### src/rtl/i2c_init_sequencer.sv
// Walks an external {device, register, data} table through the single-write I2C engine,
// with a settle gap after each write. Optional per-write watchdog: define I2C_SEQ_TIMEOUT_EN.
module i2c_init_sequencer #(
    parameter int NUM_CMDS       = 8,
    parameter int GAP_CYCLES     = 16,
    parameter int TIMEOUT_CYCLES = 255
) (
    input  logic        clock_for_sys,
    input  logic        reset,
    input  logic        go,
    output logic [7:0]  cmd_index,
    input  logic [22:0] cmd_entry,
    output logic [6:0]  wr_device_address,
    output logic [7:0]  wr_register_address,
    output logic [7:0]  wr_data,
    output logic        wr_start,
    input  logic        wr_done,
    output logic        busy,
    output logic        all_done,
    output logic        error
);

    // state   | meaning
    // IDLE    | waiting for go with the engine idle
    // LOAD    | latch the table row for cmd_index into wr_*
    // ISSUE   | wr_start high until the engine drops done
    // BUSY    | engine writing; wait for done to return high
    // GAP     | settle delay after a completed write
    // FINISH  | run complete; raise all_done, release busy
    typedef enum logic [2:0] {
        S_IDLE,
        S_LOAD,
        S_ISSUE,
        S_BUSY,
        S_GAP,
        S_FINISH
    } state_t;

    localparam logic [7:0]  LAST_IDX = 8'(NUM_CMDS - 1);
    localparam logic [15:0] GAP_LOAD = 16'(GAP_CYCLES);

    state_t      state;
    state_t      state_nxt;
    logic [15:0] gap_cnt;
    logic        last_row;
    logic        gap_end;
    logic        timeout_hit;

    assign last_row = (cmd_index == LAST_IDX);
    // GAP lasts max(GAP_CYCLES, 1) cycles; a zero load still costs one cycle
    assign gap_end  = (gap_cnt <= 16'd1);

`ifdef I2C_SEQ_TIMEOUT_EN
    localparam logic [16:0] TO_LIMIT = 17'(TIMEOUT_CYCLES);

    logic [15:0] to_cnt;
    logic        error_q;

    assign timeout_hit = ((state == S_ISSUE) || (state == S_BUSY)) &&
                         (({1'b0, to_cnt} + 17'd1) >= TO_LIMIT);

    always_ff @(posedge clock_for_sys) begin
        if (reset) begin
            to_cnt  <= '0;
            error_q <= 1'b0;
        end else begin
            if (state == S_LOAD) begin
                to_cnt <= '0;
            end else if (((state == S_ISSUE) || (state == S_BUSY)) && !timeout_hit) begin
                to_cnt <= to_cnt + 16'd1;
            end
            if ((state == S_IDLE) && go && wr_done) begin
                error_q <= 1'b0;
            end else if (timeout_hit) begin
                error_q <= 1'b1;
            end
        end
    end

    assign error = error_q;
`else
    assign timeout_hit = 1'b0;
    assign error       = 1'b0;
`endif

    always_ff @(posedge clock_for_sys) begin
        if (reset) begin
            state <= S_IDLE;
        end else begin
            state <= state_nxt;
        end
    end

    always_comb begin
        state_nxt = state;
        case (state)
            S_IDLE: begin
                if (go && wr_done) begin
                    state_nxt = S_LOAD;
                end
            end
            S_LOAD: begin
                state_nxt = S_ISSUE;
            end
            S_ISSUE: begin
                if (timeout_hit) begin
                    state_nxt = S_IDLE;
                end else if (!wr_done) begin
                    state_nxt = S_BUSY;
                end
            end
            S_BUSY: begin
                if (timeout_hit) begin
                    state_nxt = S_IDLE;
                end else if (wr_done) begin
                    state_nxt = S_GAP;
                end
            end
            S_GAP: begin
                if (gap_end) begin
                    state_nxt = last_row ? S_FINISH : S_LOAD;
                end
            end
            S_FINISH: begin
                state_nxt = S_IDLE;
            end
            default: begin
                state_nxt = S_IDLE;
            end
        endcase
    end

    // Decoded from state so the start strobe drops on the same edge that leaves ISSUE
    always_comb begin
        wr_start = (state == S_ISSUE);
    end

    always_ff @(posedge clock_for_sys) begin
        if (reset) begin
            cmd_index           <= '0;
            wr_device_address   <= '0;
            wr_register_address <= '0;
            wr_data             <= '0;
            busy                <= 1'b0;
            all_done            <= 1'b0;
            gap_cnt             <= '0;
        end else begin
            case (state)
                S_IDLE: begin
                    if (go && wr_done) begin
                        busy      <= 1'b1;
                        all_done  <= 1'b0;
                        cmd_index <= '0;
                    end
                end
                S_LOAD: begin
                    wr_device_address   <= cmd_entry[22:16];
                    wr_register_address <= cmd_entry[15:8];
                    wr_data             <= cmd_entry[7:0];
                end
                S_ISSUE, S_BUSY: begin
                    if (timeout_hit) begin
                        busy <= 1'b0;
                    end else if ((state == S_BUSY) && wr_done) begin
                        gap_cnt <= GAP_LOAD;
                    end
                end
                S_GAP: begin
                    if (gap_end) begin
                        gap_cnt <= '0;
                        if (!last_row) begin
                            cmd_index <= cmd_index + 8'd1;
                        end
                    end else begin
                        gap_cnt <= gap_cnt - 16'd1;
                    end
                end
                S_FINISH: begin
                    busy      <= 1'b0;
                    all_done  <= 1'b1;
                    cmd_index <= '0;
                end
                default: begin
                end
            endcase
        end
    end

endmodule
### config.mk
export PLATFORM = sky130hd
export DESIGN_NAME = i2c_init_sequencer
export DESIGN_NICKNAME = d
export VERILOG_FILES = /design/src/rtl/i2c_init_sequencer.sv
export SDC_FILE = /design/constraint.sdc
export NUM_CORES = 1
export LEC_CHECK = 0
export CAP_MARGIN = 30
export CORE_ASPECT_RATIO = 0.5
export CORE_MARGIN = 4
export CORE_UTILIZATION = 52
export DETAILED_ROUTE_END_ITERATION = 12
export PLACE_DENSITY = 0.81
export SLEW_MARGIN = 15
export SYNTH_ARGS = -nofsm -noshare
export SYNTH_HDL_FRONTEND = slang
export SYNTH_SLANG_ARGS = --single-unit
### constraint.sdc
create_clock -name clock_for_sys -period 4.1 [get_ports clock_for_sys]
set_input_delay 0.82 -clock clock_for_sys [delete_from_list [all_inputs] [get_ports clock_for_sys]]
set_output_delay 0.82 -clock clock_for_sys [all_outputs]
set_load 0.01 [all_outputs]
==> results of run 1 <==
[sequential cells by signal, indices dropped and copies added (netlist names)]
signal               cells
all_done                 1
busy                     1
cmd_index                8
gap_cnt                 16
state                    3
wr_data                  8
wr_device_address        7
wr_register_address      8
[per-layer routing]
layer | vias up | wire length, µm
li1 | 1133 | -
met1 | 1024 | 2500
met2 | 80 | 2520
met3 | 4 | 448
met4 | 0 | 48
met5 | - | 0
[kinds of logic after synthesis]
group	share of synthesized area
AO/OA/AOI/OAI	0.215
flip-flops	0.447
adder cells (fa/ha/maj)	0.0161
other	0.00161
AND/OR/NAND/NOR	0.265
buffers and inverters	0.0472
multiplexers	0.00912
[layout make-up]
cell class	count	share of cell area
clock buffers	5	0.0224
clock inverters	3	0.0139
inverters	7	0.00857
multi-input cells	211	0.385
flip-flops and latches	52	0.340
well taps	54	0.0220
repair buffers	65	0.209
[worst max path at each step]
stage / start / to / slack (ns) / cells past startpoint
floorplan: gap_cnt[4] / cmd_index[6] / 1.89 / 5
CTS: gap_cnt[4] / cmd_index[6] / 1.52 / 5
global placement: wr_done / cmd_index[6] / 1.38 / 6
detailed placement: wr_done / cmd_index[6] / 1.32 / 6
global route: gap_cnt[0] / cmd_index[6] / 1.30 / 7
finish: gap_cnt[4] / cmd_index[6] / 1.49 / 5
[cell usage in the layout, fill, tap and decap left out, drive strengths merged, types with 6 or more instances in the layout]
cell type	synthesis	routed
a21oi	47	47
a31oi	7	7
clkdlybuf4s50	0	60
dfxtp	52	52
inv	7	7
nand2	59	59
nor2	12	12
nor3	7	7
nor4	7	7
o21ai	6	6
or4	7	7
[power groups by stage]
stage,sequential (µW),combinational (µW),clock [µW]
finish,527,108,357
global route,529,119,382
CTS,527,109,360
detailed placement,539,108,0
global placement,538,106,0
floorplan,543,44.2,0
[metrics by stage]
step	total power, µW	utilization	std cells	hold slack, ns	instance area, µm²
after floorplan	588	-	289	0.450	2330
after global placement	645	0.716	387	0.442	2940
after detailed placement	647	0.719	388	0.447	2950
after CTS	995	0.746	396	0.459	3060
after global routing	1030	0.747	397	0.476	3070
final	992	0.747	397	0.458	3070
[worst max-delay path: cells and delay by family, from the launching register on]
kind               cells  cell delay (ns)
DFF                    1             0.37
muxes                  1             0.36
AOI/OAI and AO/OA      1             0.32
and+or+nand+nor        3             1.45
==> summary.txt, run 1 <==
RSZ-0062 raised after global routing: false
Cell taking the most area after synthesis: dfxtp_1
GPL Wtd Cong: 0.799
CTS tree: built
Max Freq: 0.383 GHz
Logic pwr share: 0.109
Post-CTS sizing: 0
GRT met1 Usage: 0.267
Worst path max stage delay: 0.60 ns
Total power per unit cell area: 324 nW/µm²
Synth warn: 0
ANT cells: 0
Switching power total: 235 µW
Area grow syn2layout: 31.5%
First-pass GRT wire length: 9470 µm
Mapped Cells: 289
Post-Route WL: 5520 µm
Sw Share: 0.237
Launching point of the worst reg2reg path: gap_cnt[4]
Hold Path Sink: wr_register_address[1]
Post-synth ARST share: 0
Max Buffers Root-to-Sink: 2
Critical path data arrival time: 2.81 ns
Clock Skews: 0.00585 ns
Global routing's busiest layer: met2
Status: completed
Synth Flop Type: dfxtp_1
Hold Startpoint: wr_register_address[1]
PnR worst setup slack: 1.49 ns
Max_slew headroom: 0.439
Final min period: 2.61 ns
Synth top area share: 0.447
Num rows: 16
Largest net degree at the start of global routing: 32
Synth Net Count: 319
CP endpoint kind: flip-flop
Nets@finish: 372
Cell Chain, Critical Path: or4_4, nor4_4, a21oi_2, nor4_1, mux2_2
Synth cell count leaders: 59 x nand2_1, 52 x dfxtp_1, 46 x a21oi_1, 15 x clkbuf_1, 12 x nor2_1
Peak supply drop: 0.195 mV
Root buffer cell: clkbuf_8
EDFF count, synth: 0
Cells on Worst Hold Path: 2
Setup Fix Bufs, Post-CTS: 0
Vias: 2241
Post-synthesis sequential area ratio: 0.447
Sequential cell area: 1040 µm²
DR vias/cell: 5.64
Area of the multi-input gates: 1180 µm²
Maximum fanout count along the critical path: 20
Placed wire-length estimate: 3900 µm
Clock sink total: 52
Leakage power: 0.00105 µW
Clock transition at the registers of the reported paths: 0.10 ns
Power Internal: 757 µW
Drt pass-1 iters: 6
Initial core utilization: 0.568
Final Slew Violations: 0
IO Count: 62
Hold buffers post-CTS: 0
Share of cells above drive strength 1: 0.0700
Number of global-route vias before repair: 2074
Worst Setup Start Kind: flip-flop
CTS H-tree lvls: 2
Setup_tns: 0 ns
Crit-path slowest cell: or4_4
Die ar.: 5680 µm²
Kind of critical path: flip-flop to flip-flop
# DRC: 0
Register-to-Register Setup Slack: 1.49 ns
Worst Hold Class: flip-flop to flip-flop
Met2 Resource Use GR: 0.318
Worst-margin pin slew: 0.834 ns
Initial antenna violation count: 0
Top-count cell post-synth: nand2_1
Fillers: 337
Final setup viols: 0
Hold Vio Cnt, Final: 0
Required time worst endpoint: 4.30 ns
Clk_lat worst skew: 0.31 ns
First-iteration detailed-routing DRC count: 68
Wire length per cell: 13.9 µm
All-layer global routing usage: 0.204
Synth unique cells: 46
Grt total ovfl: 0
Port Buf Inserts: 60
DP Worst Slack: 1.32 ns
Area contributors post-synth: dfxtp_1 45%, a21oi_1 9.9%, nand2_1 9.5%, clkbuf_1 2.4%, nor2_1 1.9%
Cts bufs inserted: 5
M3 GR Usage: 0.0653
Reg2reg end: cmd_index[6]
Yosys reg bits: 52
Post-route antenna net violation count: 0
FF-to-FF path depth: 5
Period utilization: 0.637
Clock share of power: 0.360
Die width: 103 µm
Seq pwr share: 0.531
Max Cap Viol: 0
Mapped Area: 2330 µm²
Core area: 4100 µm²
Die height: 55.3 µm
Syn avg cell area: 8.07 µm²
Note: power is estimated with default switching activity, not from simulation.
==> run 2, diff against run 1 <==
--- a/config.mk
+++ b/config.mk
@@ -8,9 +8,9 @@
 export CAP_MARGIN = 30
 export CORE_ASPECT_RATIO = 0.5
 export CORE_MARGIN = 4
-export CORE_UTILIZATION = 52
+export CORE_UTILIZATION = 43
 export DETAILED_ROUTE_END_ITERATION = 12
-export PLACE_DENSITY = 0.81
+export PLACE_DENSITY = 0.71
 export SLEW_MARGIN = 15
 export SYNTH_ARGS = -nofsm -noshare
 export SYNTH_HDL_FRONTEND = slang
==> constraint.sdc (replaced) <==
create_clock -name clock_for_sys -period 2.2 [get_ports clock_for_sys]
set_input_delay 0.44 -clock clock_for_sys [delete_from_list [all_inputs] [get_ports clock_for_sys]]
set_output_delay 0.44 -clock clock_for_sys [all_outputs]
set_load 0.01 [all_outputs]
==> run 2 against run 1 <==
Combinational power grew 97%. Clock skew shrank 0.0012 ns. Clock-buffer cell count grew 1. Largest power group unchanged.
==> summary.txt, run 2 (synthesized netlist as in run 1, its figures left out) <==
Status: completed
Nets@finish: 387 (+4.0%)
DR vias/cell: 5.40 (-4.3%)
Worst path max stage delay: 0.58 ns (-0.02 ns)
Share of cells above drive strength 1: 0.128 (+0.0585)
Peak supply drop: 0.371 mV (+90%)
Post-route antenna net violation count: 0 (unchanged)
Die ar.: 6730 µm² (+18%)
Grt total ovfl: 0 (unchanged)
Die width: 112 µm (+9.2%)
IO Count: 62 (unchanged)
Fillers: 463 (+37%)
Wire length per cell: 13.7 µm (-1.3%)
Num rows: 18 (+2)
Worst Hold Class: flip-flop to flip-flop
Max Freq: 0.458 GHz (+20%)
First-pass GRT wire length: 9640 µm (+1.8%)
Port Buf Inserts: 60 (unchanged)
Required time worst endpoint: 2.44 ns (-1.86 ns)
Placed wire-length estimate: 4190 µm (+7.3%)
Largest net degree at the start of global routing: 26 (-19%)
Number of global-route vias before repair: 2168 (+4.5%)
GPL Wtd Cong: 0.837 (+4.7%)
Clock sink total: 52 (unchanged)
First-iteration detailed-routing DRC count: 86 (+26%)
Crit-path slowest cell: or4_4
CTS H-tree lvls: 2 (unchanged)
Post-route cell area: 3240 µm² (+5.7%)
Initial antenna violation count: 0 (unchanged)
Clock Skews: 0.00465 ns (-0.00120 ns)
RSZ-0062 raised after global routing: true
Period utilization: 0.993 (+0.356)
Kind of critical path: flip-flop to flip-flop
Max Cap Viol: 0 (unchanged)
Drt pass-1 iters: 4 (-2)
Area grow syn2layout: 39.0%
Cts bufs inserted: 5 (unchanged)
Hold buffers post-CTS: 0 (unchanged)
Final min period: 2.18 ns (-0.428 ns)
Final setup viols: 0 (unchanged)
Root buffer cell: clkbuf_8
ANT cells: 0 (unchanged)
Worst-margin pin slew: 0.509 ns (-0.324 ns)
Leakage power: 0.00113 µW (+7.9%)
Clock transition at the registers of the reported paths: 0.09 ns (about the same)
Largest Register: gap_cnt
Hold Vio Cnt, Final: 0 (unchanged)
Most frequent cells in the layout: 60 x clkdlybuf4s50_1, 59 x nand2_1, 50 x dfxtp_1
# DRC: 0 (unchanged)
Max_slew headroom: 0.659 (+0.220)
DP Worst Slack: -0.0101 ns (-1.33 ns)
All-layer global routing usage: 0.175 (-0.0293)
Clk_lat worst skew: 0.30 ns (about the same)
Final Slew Violations: 0 (unchanged)
Initial core utilization: 0.458 (-0.110)
Maximum fanout count along the critical path: 6 (-70%)
Commonest non-fill, non-tap cell in the layout: clkdlybuf4s50_1
Total power per unit cell area: 572 nW/µm² (+77%)
Post-Route WL: 5870 µm (+6.4%)
Post-DP Area: 3040 µm² (+3.1%)
Worst path buffer plus inverter count: 1 (+1)
PnR worst setup slack: 0.0150 ns (-1.47 ns)
Die height: 60.1 µm (+8.5%)
Vias: 2311 (+3.1%)
Cell Chain, Critical Path: or4_4, nor4_4, a21oi_2, buf_4, or4_1, a21oi_1
Family with the most delay on the worst path: simple AND/OR/NAND/NOR gates
Worst Setup Start Kind: flip-flop
Critical path data arrival time: 2.43 ns (-0.38 ns)
Core area: 5090 µm² (+24%)
Max Buffers Root-to-Sink: 2 (unchanged)
CP endpoint kind: flip-flop
Max reg flops: 16 (unchanged)
CTS tree: built
## run 2: cell types whose count changed in the layout (fill, tap and decap cells not counted), moves of 2 or more
cell | before | now
a21oi_1 | 46 | 44
a21oi_2 | 1 | 3
buf_4 | 3 | 19
dfxtp_1 | 52 | 50
dfxtp_2 | 0 | 2
## run 2: layer usage
metal | global-route usage | vias to the layer above | part of all wire
li1 | - | 1160 | -
met1 | 0.213 | 1098 | 0.45
met2 | 0.321 | 48 | 0.50
met3 | 0.0394 | 5 | 0.041
met4 | 0.0428 | 0 | 0.0073
met5 | 0 | - | 0
## run 2: final cells by class
cell class              instances  area [µm²]  share of cell area
clock buffers                   6        72.6              0.0224
clock inverters                 2        35.0              0.0108
inverters                       7        26.3             0.00811
multi-input cells             211        1220               0.377
flip-flops and latches         52        1040               0.322
well taps                      70        87.6              0.0270
repair buffers                 80         754               0.233
## run 2: final timing paths
check | cells past startpoint | slack (ns) | endpoint | from
max | 6 | 0.02 | cmd_index[3] | gap_cnt[7]
min | 1 | 0.46 | gap_cnt[7] | gap_cnt[7]
max reg2reg | 6 | 0.02 | cmd_index[3] | gap_cnt[7]
min reg2reg | 1 | 0.46 | gap_cnt[7] | gap_cnt[7]
## run 2: worst register-to-register path, delay by kind of cell, from the launching register on
kind / cells / cell delay, ns
flops: 1 / 0.34
buf+inv: 1 / 0.18
compound gates: 2 / 0.26
simple gates: 3 / 1.35
## run 2: per-stage QoR
stage               hold slack (ns)   util  TNS [ns]  cells  power, µW
CTS                           0.463  0.620         0    422       1860
finish                        0.457  0.637         0    428       1850
global placement              0.441  0.597         0    414       1210
floorplan                     0.450      -         0    289       1090
global route                  0.482  0.637    -0.452    428       1920
detailed placement            0.448  0.597   -0.0101    414       1210
## run 2: repair_timing
| action | in CTS | in global routing |
|---|---|---|
| pin swaps | 0 | 11 |
| buffers inserted | 0 | 6 |
| hold endpoints to repair | 0 | 0 |
| endpoints found under the setup margin | 1 | 20 |
| gates resized for setup | 1 | 10 |
## run 2: power breakdown
group / switching, µW / internal, µW / total, µW
Clock: 319 / 338 / 658
Sequential: 16.3 / 966 / 982
Combinational: 98.8 / 115 / 213
Total: 434 / 1420 / 1850
==> run 3, diff against run 2 <==
--- a/config.mk
+++ b/config.mk
@@ -11,6 +11,8 @@
 export CORE_UTILIZATION = 43
 export DETAILED_ROUTE_END_ITERATION = 12
 export PLACE_DENSITY = 0.71
+export RECOVER_POWER = 50
+export SKIP_CTS_REPAIR_TIMING = 1
 export SLEW_MARGIN = 15
 export SYNTH_ARGS = -nofsm -noshare
 export SYNTH_HDL_FRONTEND = slang
==> run 3 against run 2 <==
Die area stayed put. Utilization is 0.98 points lower. Sequential share of layout area up 0.47 points. Critical path depth down 1. Combinational power decreased by 4%. Sequential cell count unchanged. Critical path type unchanged. Largest cell class unchanged. Largest power group unchanged.
==> summary.txt, run 3 (synthesized netlist as in run 1, its figures left out) <==
Vias: 2280 (-1.3%)
Cell Chain, Critical Path: or4_4, nor4_4, a21oi_4, nor4_2, mux2_2
Critical path data arrival time: 2.34 ns (-0.09 ns)
Launching point of the worst reg2reg path: gap_cnt[8]
CTS H-tree lvls: 2 (unchanged)
Fillers: 480 (+3.7%)
Maximum fanout count along the critical path: 12 (+6)
First-pass GRT wire length: 9580 µm (-0.57%)
Largest Register: gap_cnt
Port Buf Inserts: 60 (unchanged)
Clock sink total: 52 (unchanged)
Setup_tns: 0 ns (unchanged)
Post-Route WL: 5830 µm (-0.77%)
All-layer global routing usage: 0.174 (-0.000885)
Wire length per cell: 13.7 µm (about the same)
Leakage power: 0.00114 µW (+0.99%)
Required time worst endpoint: 2.40 ns (-0.04 ns)
Clock Skews: 0.00504 ns (+0.000387 ns)
Nets@finish: 384 (-0.78%)
Max_slew headroom: 0.293 (-0.367)
Core area: 5090 µm² (unchanged)
CP endpoint kind: flip-flop
Hold Startpoint: wr_device_address[1]
Worst Setup SP: gap_cnt[8]
Routed wl met3: 240 µm (-0.83%)
Core Util, Final: 0.627 (-0.00983)
DR vias/cell: 5.36 (-0.64%)
Initial core utilization: 0.458 (unchanged)
GPL Wtd Cong: 0.837 (unchanged)
Placed wire-length estimate: 4190 µm (unchanged)
Num rows: 18 (unchanged)
Most frequent cells in the layout: 59 x nand2_1, 51 x dfxtp_1, 47 x clkdlybuf4s50_1
Initial antenna violation count: 0 (unchanged)
Final min period: 2.15 ns (-0.0391 ns)
Tot Pwr: 1840 µW (-0.67%)
Clock transition at the registers of the reported paths: 0.10 ns (about the same)
Die ar.: 6730 µm² (unchanged)
Post-route cell area: 3190 µm² (-1.5%)
Worst Hold Class: flip-flop to flip-flop
Cts bufs inserted: 5 (unchanged)
Worst path max stage delay: 0.57 ns (about the same)
Die width: 112 µm (unchanged)
WL met1: 2660 µm (about the same)
Status: completed
RSZ-0062 raised after global routing: true
Area grow syn2layout: 36.9%
Die height: 60.1 µm (unchanged)
ANT cells: 0 (unchanged)
Final Slew Violations: 0 (unchanged)
CTS tree: built
Hold Vio Cnt, Final: 0 (unchanged)
Share of cells above drive strength 1: 0.104 (-0.0243)
Root buffer cell: clkbuf_8
Max reg flops: 16 (unchanged)
Sequential cell area: 1040 µm² (-0.12%)
Commonest non-fill, non-tap cell in the layout: nand2_1
Crit-path slowest cell: or4_4
Worst path buffer plus inverter count: 0 (-1)
Max Freq: 0.466 GHz (+1.8%)
Area of the multi-input gates: 1210 µm² (-1.2%)
Max Cap Viol: 0 (unchanged)
Peak supply drop: 0.366 mV (-1.5%)
Post-route antenna net violation count: 0 (unchanged)
Final setup viols: 0 (unchanged)
IO Count: 62 (unchanged)
Max Buffers Root-to-Sink: 2 (unchanged)
Total power per unit cell area: 577 nW/µm² (+0.89%)
Number of global-route vias before repair: 2173 (+0.23%)
Highest routed layer: met4
Drt pass-1 iters: 4 (unchanged)
Clk_lat worst skew: 0.30 ns (about the same)
Worst Setup Start Kind: flip-flop
# DRC: 0 (unchanged)
DR WL met2: 2870 µm (-1.9%)
Post-DP Area: 3040 µm² (unchanged)
Kind of critical path: flip-flop to flip-flop
Largest net degree at the start of global routing: 26 (unchanged)
Period utilization: 0.975 (-0.0178)
Family with the most delay on the worst path: simple AND/OR/NAND/NOR gates
Grt total ovfl: 0 (unchanged)
Worst-margin pin slew: 1.06 ns (+0.552 ns)
First-iteration detailed-routing DRC count: 80 (-7.0%)
==> run 3: changes by cell type in the layout (fill, tap and decap cells not counted), sizes merged <==
cell	previous run	this run
clkdlybuf4s50	60	47
dlygate4sd3	0	13
buf	20	15
clkbuf	6	8
==> run 3: worst paths after layout <==
| path | to | slack [ns] | cells past startpoint |
|---|---|---|---|
| min | wr_device_address[1] | 0.45 | 2 |
| max | cmd_index[6] | 0.05 | 5 |
| max reg2reg | cmd_index[6] | 0.05 | 5 |
| min reg2reg | wr_device_address[1] | 0.45 | 2 |
==> run 3: worst reg2reg max path, cell delays in order, from the launching register on <==
cell     delay, ns
dfxtp_2       0.33
or4_4         0.57
nor4_4        0.31
a21oi_4       0.16
nor4_2        0.30
mux2_2        0.37
==> run 3: power by group <==
group / switching [µW] / total [µW] / internal [µW]
Sequential: 15.7 / 981 / 966
Combinational: 97.0 / 204 / 107
Clock: 316 / 655 / 338
Total: 429 / 1840 / 1410
==> run 3: final cells by class <==
type,instances,share of cell area
multi-input combinational,211,0.378
sequential,52,0.327
timing repair buffer,77,0.226
tap,70,0.0275
clock buffer,6,0.0227
clock inverter,2,0.0110
inverter,7,0.00824
==> run 3: through the flow <==
step | hold WS (ns) | setup WS, ns | std cells
after global routing | 0.479 | -0.0454 | 425
after detailed placement | 0.448 | -0.0101 | 414
after global placement | 0.441 | 0.0422 | 414
after CTS | 0.463 | -0.00919 | 422
final | 0.455 | 0.0542 | 425
after floorplan | 0.450 | 0.0275 | 289
==> run 3: layer usage <==
layer / up-vias / GRT usage
met5: - / 0
met4: 0 / 0.0514
met3: 7 / 0.0394
met2: 48 / 0.317
met1: 1071 / 0.210
li1: 1154 / -
